<file path="src/rtl/cam_pattern_gen.sv">
// Camera source emulator: OV7670-style pclk/vsync/href/RGB565 byte stream with four test patterns.
// Latency: outputs registered; every change lands on the clk edge where CAM_pclk falls.
// Backpressure: none, free-running source; en is honoured only at frame boundaries.
//
// Ports: clk/rst (async active-low) | en run request, mode pattern select, color solid RGB565
//        CAM_pclk/CAM_vsync/CAM_href/CAM_px_data camera bus | frame_cnt completed frames, frame_done end pulse
module cam_pattern_gen #(
    parameter int TAM_LINE       = 320,
    parameter int TAM_ROW        = 120,
    parameter int BLACK_TAM_LINE = 4,
    parameter int BLACK_TAM_ROW  = 4,
    parameter int PCLK_DIV       = 2
) (
    input  logic        clk,
    input  logic        rst,
    input  logic        en,
    input  logic [1:0]  mode,
    input  logic [15:0] color,
    output logic        CAM_pclk,
    output logic        CAM_vsync,
    output logic        CAM_href,
    output logic [7:0]  CAM_px_data,
    output logic [15:0] frame_cnt,
    output logic        frame_done
);

    localparam int LINE_TOT = TAM_LINE + BLACK_TAM_LINE;
    localparam int ROW_TOT  = TAM_ROW + BLACK_TAM_ROW;
    localparam int LW       = (LINE_TOT > 1) ? $clog2(LINE_TOT) : 1;
    localparam int RW       = (ROW_TOT > 1) ? $clog2(ROW_TOT) : 1;
    localparam int DW       = (PCLK_DIV > 1) ? $clog2(PCLK_DIV) : 1;
    localparam int BAR_W    = TAM_LINE / 16;
    localparam int BPW      = (BAR_W > 1) ? $clog2(BAR_W) : 1;
    localparam int BAR_LAST = (BAR_W > 0) ? BAR_W - 1 : 0;

    typedef enum logic {IDLE, RUN} state_t;

    state_t         state, state_nxt;
    logic [DW-1:0]  div_cnt;
    logic           div_wrap, fall_evt;
    logic [LW-1:0]  line_cnt, line_nxt;
    logic [RW-1:0]  row_cnt, row_nxt;
    logic           run_nxt, frame_start, frame_end;
    logic [1:0]     mode_l, mode_eff;
    logic [15:0]    color_l, color_eff;
    logic [7:0]     byte_cnt, byte_eff;
    logic [2:0]     bar_idx, bar_idx_eff, bar_idx_nxt;
    logic [BPW-1:0] bar_pos, bar_pos_eff, bar_pos_nxt;
    logic           vsync_nxt, href_nxt, chk_on;
    logic [15:0]    rgb;
    logic [7:0]     px_byte;

    function automatic logic [15:0] bar_color(input logic [2:0] idx);
        case (idx)
            3'd0:    bar_color = 16'hFFFF;
            3'd1:    bar_color = 16'hFFE0;
            3'd2:    bar_color = 16'h07FF;
            3'd3:    bar_color = 16'h07E0;
            3'd4:    bar_color = 16'hF81F;
            3'd5:    bar_color = 16'hF800;
            3'd6:    bar_color = 16'h001F;
            default: bar_color = 16'h0000;
        endcase
    endfunction

    // Pixel clock divider; a fall event is the edge on which CAM_pclk goes high->low.
    assign div_wrap = (div_cnt == DW'(PCLK_DIV - 1));
    assign fall_evt = div_wrap && CAM_pclk;

    always_ff @(posedge clk or negedge rst) begin
        if (!rst) begin
            div_cnt  <= '0;
            CAM_pclk <= 1'b0;
        end else if (div_wrap) begin
            div_cnt  <= '0;
            CAM_pclk <= ~CAM_pclk;
        end else begin
            div_cnt <= div_cnt + DW'(1);
        end
    end

    // Next presented (row, line) and frame sequencing, evaluated for the coming fall event.
    always_comb begin
        state_nxt   = state;
        line_nxt    = line_cnt;
        row_nxt     = row_cnt;
        run_nxt     = 1'b0;
        frame_start = 1'b0;
        frame_end   = 1'b0;
        case (state)
            IDLE: begin
                line_nxt = '0;
                row_nxt  = '0;
                if (en) begin
                    state_nxt   = RUN;
                    run_nxt     = 1'b1;
                    frame_start = 1'b1;
                end
            end
            RUN: begin
                run_nxt = 1'b1;
                if (line_cnt == LW'(LINE_TOT - 1)) begin
                    line_nxt = '0;
                    if (row_cnt == RW'(ROW_TOT - 1)) begin
                        row_nxt   = '0;
                        frame_end = 1'b1;
                        if (en) begin
                            frame_start = 1'b1;
                        end else begin
                            state_nxt = IDLE;
                            run_nxt   = 1'b0;
                        end
                    end else begin
                        row_nxt = row_cnt + RW'(1);
                    end
                end else begin
                    line_nxt = line_cnt + LW'(1);
                end
            end
            default: state_nxt = IDLE;
        endcase
    end

    // Pattern generation for the next presented byte. At frame start the live inputs are
    // used directly, since the latches are only loaded on that same edge.
    always_comb begin
        mode_eff    = frame_start ? mode : mode_l;
        color_eff   = frame_start ? color : color_l;
        byte_eff    = frame_start ? 8'd0 : byte_cnt;
        bar_idx_eff = (line_nxt == '0) ? 3'd0 : bar_idx;
        bar_pos_eff = (line_nxt == '0) ? '0 : bar_pos;

        vsync_nxt = run_nxt && (row_nxt < RW'(BLACK_TAM_ROW / 2));
        href_nxt  = run_nxt && (row_nxt >= RW'(BLACK_TAM_ROW)) && (line_nxt < LW'(TAM_LINE));

        // x[3]^y[3] with x = line>>1 and y = row - BLACK_TAM_ROW.
        chk_on = ((((16'(line_nxt) >> 4) ^ ((16'(row_nxt) - 16'(BLACK_TAM_ROW)) >> 3)) & 16'd1) != 16'd0);

        // The bar position advances after the low (odd) byte of each pixel; bar 7 absorbs the remainder.
        bar_idx_nxt = bar_idx_eff;
        bar_pos_nxt = bar_pos_eff;
        if (line_nxt[0]) begin
            if (bar_pos_eff == BPW'(BAR_LAST)) begin
                bar_pos_nxt = '0;
                bar_idx_nxt = (bar_idx_eff == 3'd7) ? 3'd7 : bar_idx_eff + 3'd1;
            end else begin
                bar_pos_nxt = bar_pos_eff + BPW'(1);
            end
        end

        case (mode_eff)
            2'd0:    rgb = color_eff;
            2'd1:    rgb = bar_color((BAR_W == 0) ? 3'd7 : bar_idx_eff);
            2'd3:    rgb = chk_on ? 16'hFFFF : 16'h0000;
            default: rgb = 16'h0000;
        endcase

        px_byte = line_nxt[0] ? rgb[7:0] : rgb[15:8];
        if (mode_eff == 2'd2) begin
            px_byte = byte_eff;
        end
    end

    always_ff @(posedge clk or negedge rst) begin
        if (!rst) begin
            state       <= IDLE;
            line_cnt    <= '0;
            row_cnt     <= '0;
            mode_l      <= 2'd0;
            color_l     <= 16'h0000;
            byte_cnt    <= 8'd0;
            bar_idx     <= 3'd0;
            bar_pos     <= '0;
            CAM_vsync   <= 1'b0;
            CAM_href    <= 1'b0;
            CAM_px_data <= 8'd0;
            frame_cnt   <= 16'd0;
            frame_done  <= 1'b0;
        end else begin
            frame_done <= fall_evt && frame_end;
            if (fall_evt) begin
                state       <= state_nxt;
                line_cnt    <= line_nxt;
                row_cnt     <= row_nxt;
                byte_cnt    <= href_nxt ? byte_eff + 8'd1 : byte_eff;
                bar_idx     <= bar_idx_nxt;
                bar_pos     <= bar_pos_nxt;
                CAM_vsync   <= vsync_nxt;
                CAM_href    <= href_nxt;
                CAM_px_data <= href_nxt ? px_byte : 8'd0;
                if (frame_start) begin
                    mode_l  <= mode;
                    color_l <= color;
                end
                if (frame_end) begin
                    frame_cnt <= frame_cnt + 16'd1;
                end
            end
        end
    end

endmodule

</file>
<file path="config.mk">
export PLATFORM = sky130hd
export DESIGN_NAME = cam_pattern_gen
export DESIGN_NICKNAME = d
export VERILOG_FILES = /design/src/rtl/cam_pattern_gen.sv
export SDC_FILE = /design/constraint.sdc
export NUM_CORES = 1
export LEC_CHECK = 0
export BUFFER_PORTS_ARGS = -buffer_cell sky130_fd_sc_hd__buf_4
export CORE_MARGIN = 1
export CORE_UTILIZATION = 60
export CTS_CLUSTER_DIAMETER = 40
export DETAILED_ROUTE_END_ITERATION = 8
export GPL_ROUTABILITY_DRIVEN = 0
export HOLD_SLACK_MARGIN = 0.08
export PLACE_DENSITY = 0.92
export SLEW_MARGIN = 20
export SYNTH_ARGS = -nofsm -noshare
export SYNTH_HDL_FRONTEND = slang
export SYNTH_SLANG_ARGS = --single-unit
export TNS_END_PERCENT = 50
</file>
<file path="constraint.sdc">
create_clock -name clk -period 6.18 [get_ports clk]
set_clock_uncertainty 0.15 [all_clocks]
set_input_delay 1.854 -clock clk [delete_from_list [all_inputs] [get_ports clk]]
set_output_delay 1.854 -clock clk [all_outputs]
set_load 0.02 [all_outputs]
</file>
==> run metrics <==
mapped cell area=4440 µm²; Synth-to-Final Area Change=13.3%; TritonCTS Buffers=9; CP peak stage delay=0.56 ns; maxcap violations=0; worst skew pair latency=0.36 ns; final core utilization=69.7%; Tightest Pin Transition=1.02 ns; worst path cell trace=buf_4 > and4b_1 > a41oi_2 > buf_4 > a31oi_1 > o21ai_0 > o22ai_1 > a211oi_1 > a22o_1; Post-DRT Antenna Nets=0; layout cell share with drive strength beyond 1=15.0%; Seq pwr share=54.7%; Vias=3971; Total GRT Usage=29.4%; leakage=2.34 nW; Routed Wire Length=10600 µm; postcts setup bufs=0; port bufs=48; Placeable Area=7210 µm²; endpoints failing setup=0; async set-reset flop share out of synthesis=100%; fmax=232 MHz; status=finished, final reports clean; global route overflow=0; Multi-input gate area=2280 µm²; CP Class=in2reg; Clock power frac=40.8%; Clock Tree Root=clkbuf_8; WP buf/inv=2; Post-synth top flop=dfrtp_1; hold_ws=0.330 ns; Yosys cell types=62; width of the die=88.0 µm; vias in the first global route=3697; worst hold path class=reg2reg; Rows=31; synthesized area per cell=8.76 µm²; initial antenna violation count=0; Psw=0.000237 W; Seq/Total Area, Yosys=45.1%; DRC=0; Post-Place Setup Slack=1.57 ns; crit path capture type=flip-flop; combinational share of power=4.5%; final hold violation count=0; TritonCTS clock tree=yes; HPWL Detailed=7450 µm; Die Y=88.0 µm; clk buf depth=2; peak supply drop=167 µV; syn nets=534; Starting Density=61.6%; TritonRoute pass-1 iters=6; met3 wire len=714 µm; Fillers=567; Clock Sinks=80; YS warnings=0; min cycle time layout=4.31 ns; Arr. time, crit path=4.45 ns; crit path setup slack, layout=1.87 ns; DR vias/cell=6.14; first-pass GRT wire length=17600 µm; unrepaired setup endpoints after global routing=false; Final period util=69.7%; clock-pin slew on the worst setup and hold paths=0.09 ns; setup TNS=0 ns; die area=7750 µm²; power per cell area=194 nW/µm²; type of origin of the critical path=primary input; Slew headroom=32.2%; CTS H-tree lvls=3; pin count of the biggest net entering global routing=81; Hold-fix buffers, CTS=0; initial DRC count=424; Ports=49; wl on met1=4420 µm; CP delay by family, top=compound AO/OA/AOI/OAI gates; WL per Instance=16.5 µm; # resized after CTS=0; sw frac=24.4%; Post-Synthesis Cells=507; cell mode on critical path=buf_4; CP max FO=16; metal2 WL=5300 µm; fin. max-slew vios=0; Nets=570; Reg area=2000 µm²; Inserted Diodes=0; Yosys reg bits=80; CP required=6.32 ns; uppermost layer routed=met4; crit path max-delay cell type=o21ai_0; Int Power=0.000737 W; number of synthesized flops with an enable pin=0
[layer usage]
metal  track usage, %  up-vias
li1                 -     1854
met1             38.2     1901
met2             48.5      190
met3             6.79       26
met4             10.3        0
met5                0        -
[Yosys cell counts, types with 2 or more instances]
cell	n	area (µm²)
nor4_4	2	42.5
and2_1	6	37.5
a221oi_1	2	17.5
o41ai_1	4	35.0
nor2_1	44	165
a21o_1	4	30.0
o2111ai_1	2	17.5
ha_1	6	75.1
a22o_1	5	43.8
buf_2	2	10.0
o21ai_1	3	15.0
a211oi_1	4	30.0
nor4_1	2	12.5
nand4b_1	5	43.8
inv_1	13	48.8
nand2_1	118	443
clkbuf_1	20	75.1
a31oi_1	7	43.8
nor3b_1	2	15.0
nor3_1	4	20.0
mux2_2	2	22.5
xnor2_1	16	140
a211o_1	2	17.5
o22ai_1	6	37.5
xor2_1	10	87.6
o21ai_0	38	190
a21oi_1	10	50.1
and3_1	7	43.8
o221ai_1	3	26.3
nor2b_1	5	31.3
o31ai_1	8	60.1
nand3_1	24	120
mux2i_1	6	60.1
o211ai_1	2	15.0
nand4_1	6	37.5
dfrtp_1	80	2000
buf_6	2	22.5
[placed cells by master, fill, tap and decap left out, types with 5 or more instances in the layout]
| cell type | netlist | final |
|---|---|---|
| o22ai_1 | 6 | 6 |
| nand4_1 | 6 | 6 |
| nand3_1 | 24 | 24 |
| inv_1 | 13 | 13 |
| xnor2_1 | 16 | 16 |
| o31ai_1 | 8 | 8 |
| ha_1 | 6 | 6 |
| a21oi_1 | 10 | 10 |
| and3_1 | 7 | 7 |
| nor2b_1 | 5 | 5 |
| o21ai_0 | 38 | 38 |
| nor2_1 | 44 | 43 |
| clkbuf_8 | 0 | 9 |
| a31oi_1 | 7 | 7 |
| nand4b_1 | 5 | 5 |
| mux2i_1 | 6 | 6 |
| nand2_1 | 118 | 118 |
| dfrtp_1 | 80 | 80 |
| xor2_1 | 10 | 10 |
| buf_4 | 1 | 50 |
| and2_1 | 6 | 6 |
| a22o_1 | 5 | 5 |
[area by class of cell]
type	count	share of cell area, %
Clock buffer	9	2.46
Multi-Input combinational cell	389	45.3
Timing Repair Buffer	50	7.46
Tap cell	99	2.46
Sequential cell	80	39.8
Clock inverter	7	1.57
Inverter	13	0.970
[cells by family (layout without fill, tap and decap cells)]
group	count (synthesis)	after routing	share of synthesized area [%]
flops	80	80	45.1
compound gates	110	110	16.5
mux	8	8	1.86
buf+inv	38	79	3.69
simple gates	239	239	26.1
fa+ha+maj	6	6	1.69
xor+xnor	26	26	5.13
[flip-flops by register name (all words and copies together), names as in the netlist, 2 cells and up]
signal,cells
frame_cnt,16
bar_pos,5
byte_cnt,8
color_l,16
row_cnt,7
CAM_px_data,8
bar_idx,3
mode_l,2
line_cnt,9
[metrics by stage]
stage	total power (W)	area, µm²	cells
2_1_floorplan	0.000559	4440	507
3_3_place_gp	0.000585	4830	631
3_5_place_dp	0.000587	4830	631
4_1_cts	0.000976	5030	647
5_1_grt	0.00100	5030	647
6_report	0.000974	5030	647
[power by group through the flow]
stage,Sequential [W],Clock (W),Combinational [W]
after floorplan,0.000542,0,0.0000172
after global placement,0.000543,0,0.0000415
after detailed placement,0.000543,0,0.0000435
after CTS,0.000533,0.000400,0.0000438
after global routing,0.000534,0.000421,0.0000492
final,0.000533,0.000397,0.0000434
[worst paths after layout]
kind	start	end	slack, ns	cells after the start
max	en	CAM_px_data[4]	1.87	9
min	div_cnt	div_cnt	0.33	1
max reg2reg	line_cnt[0]	byte_cnt[5]	1.93	8
min reg2reg	div_cnt	div_cnt	0.33	1
max in group asynchronous	rst	mode_l[1]	3.69	1
min in group asynchronous	rst	frame_done	1.49	1
Note: power is estimated with default switching activity, not from simulation.
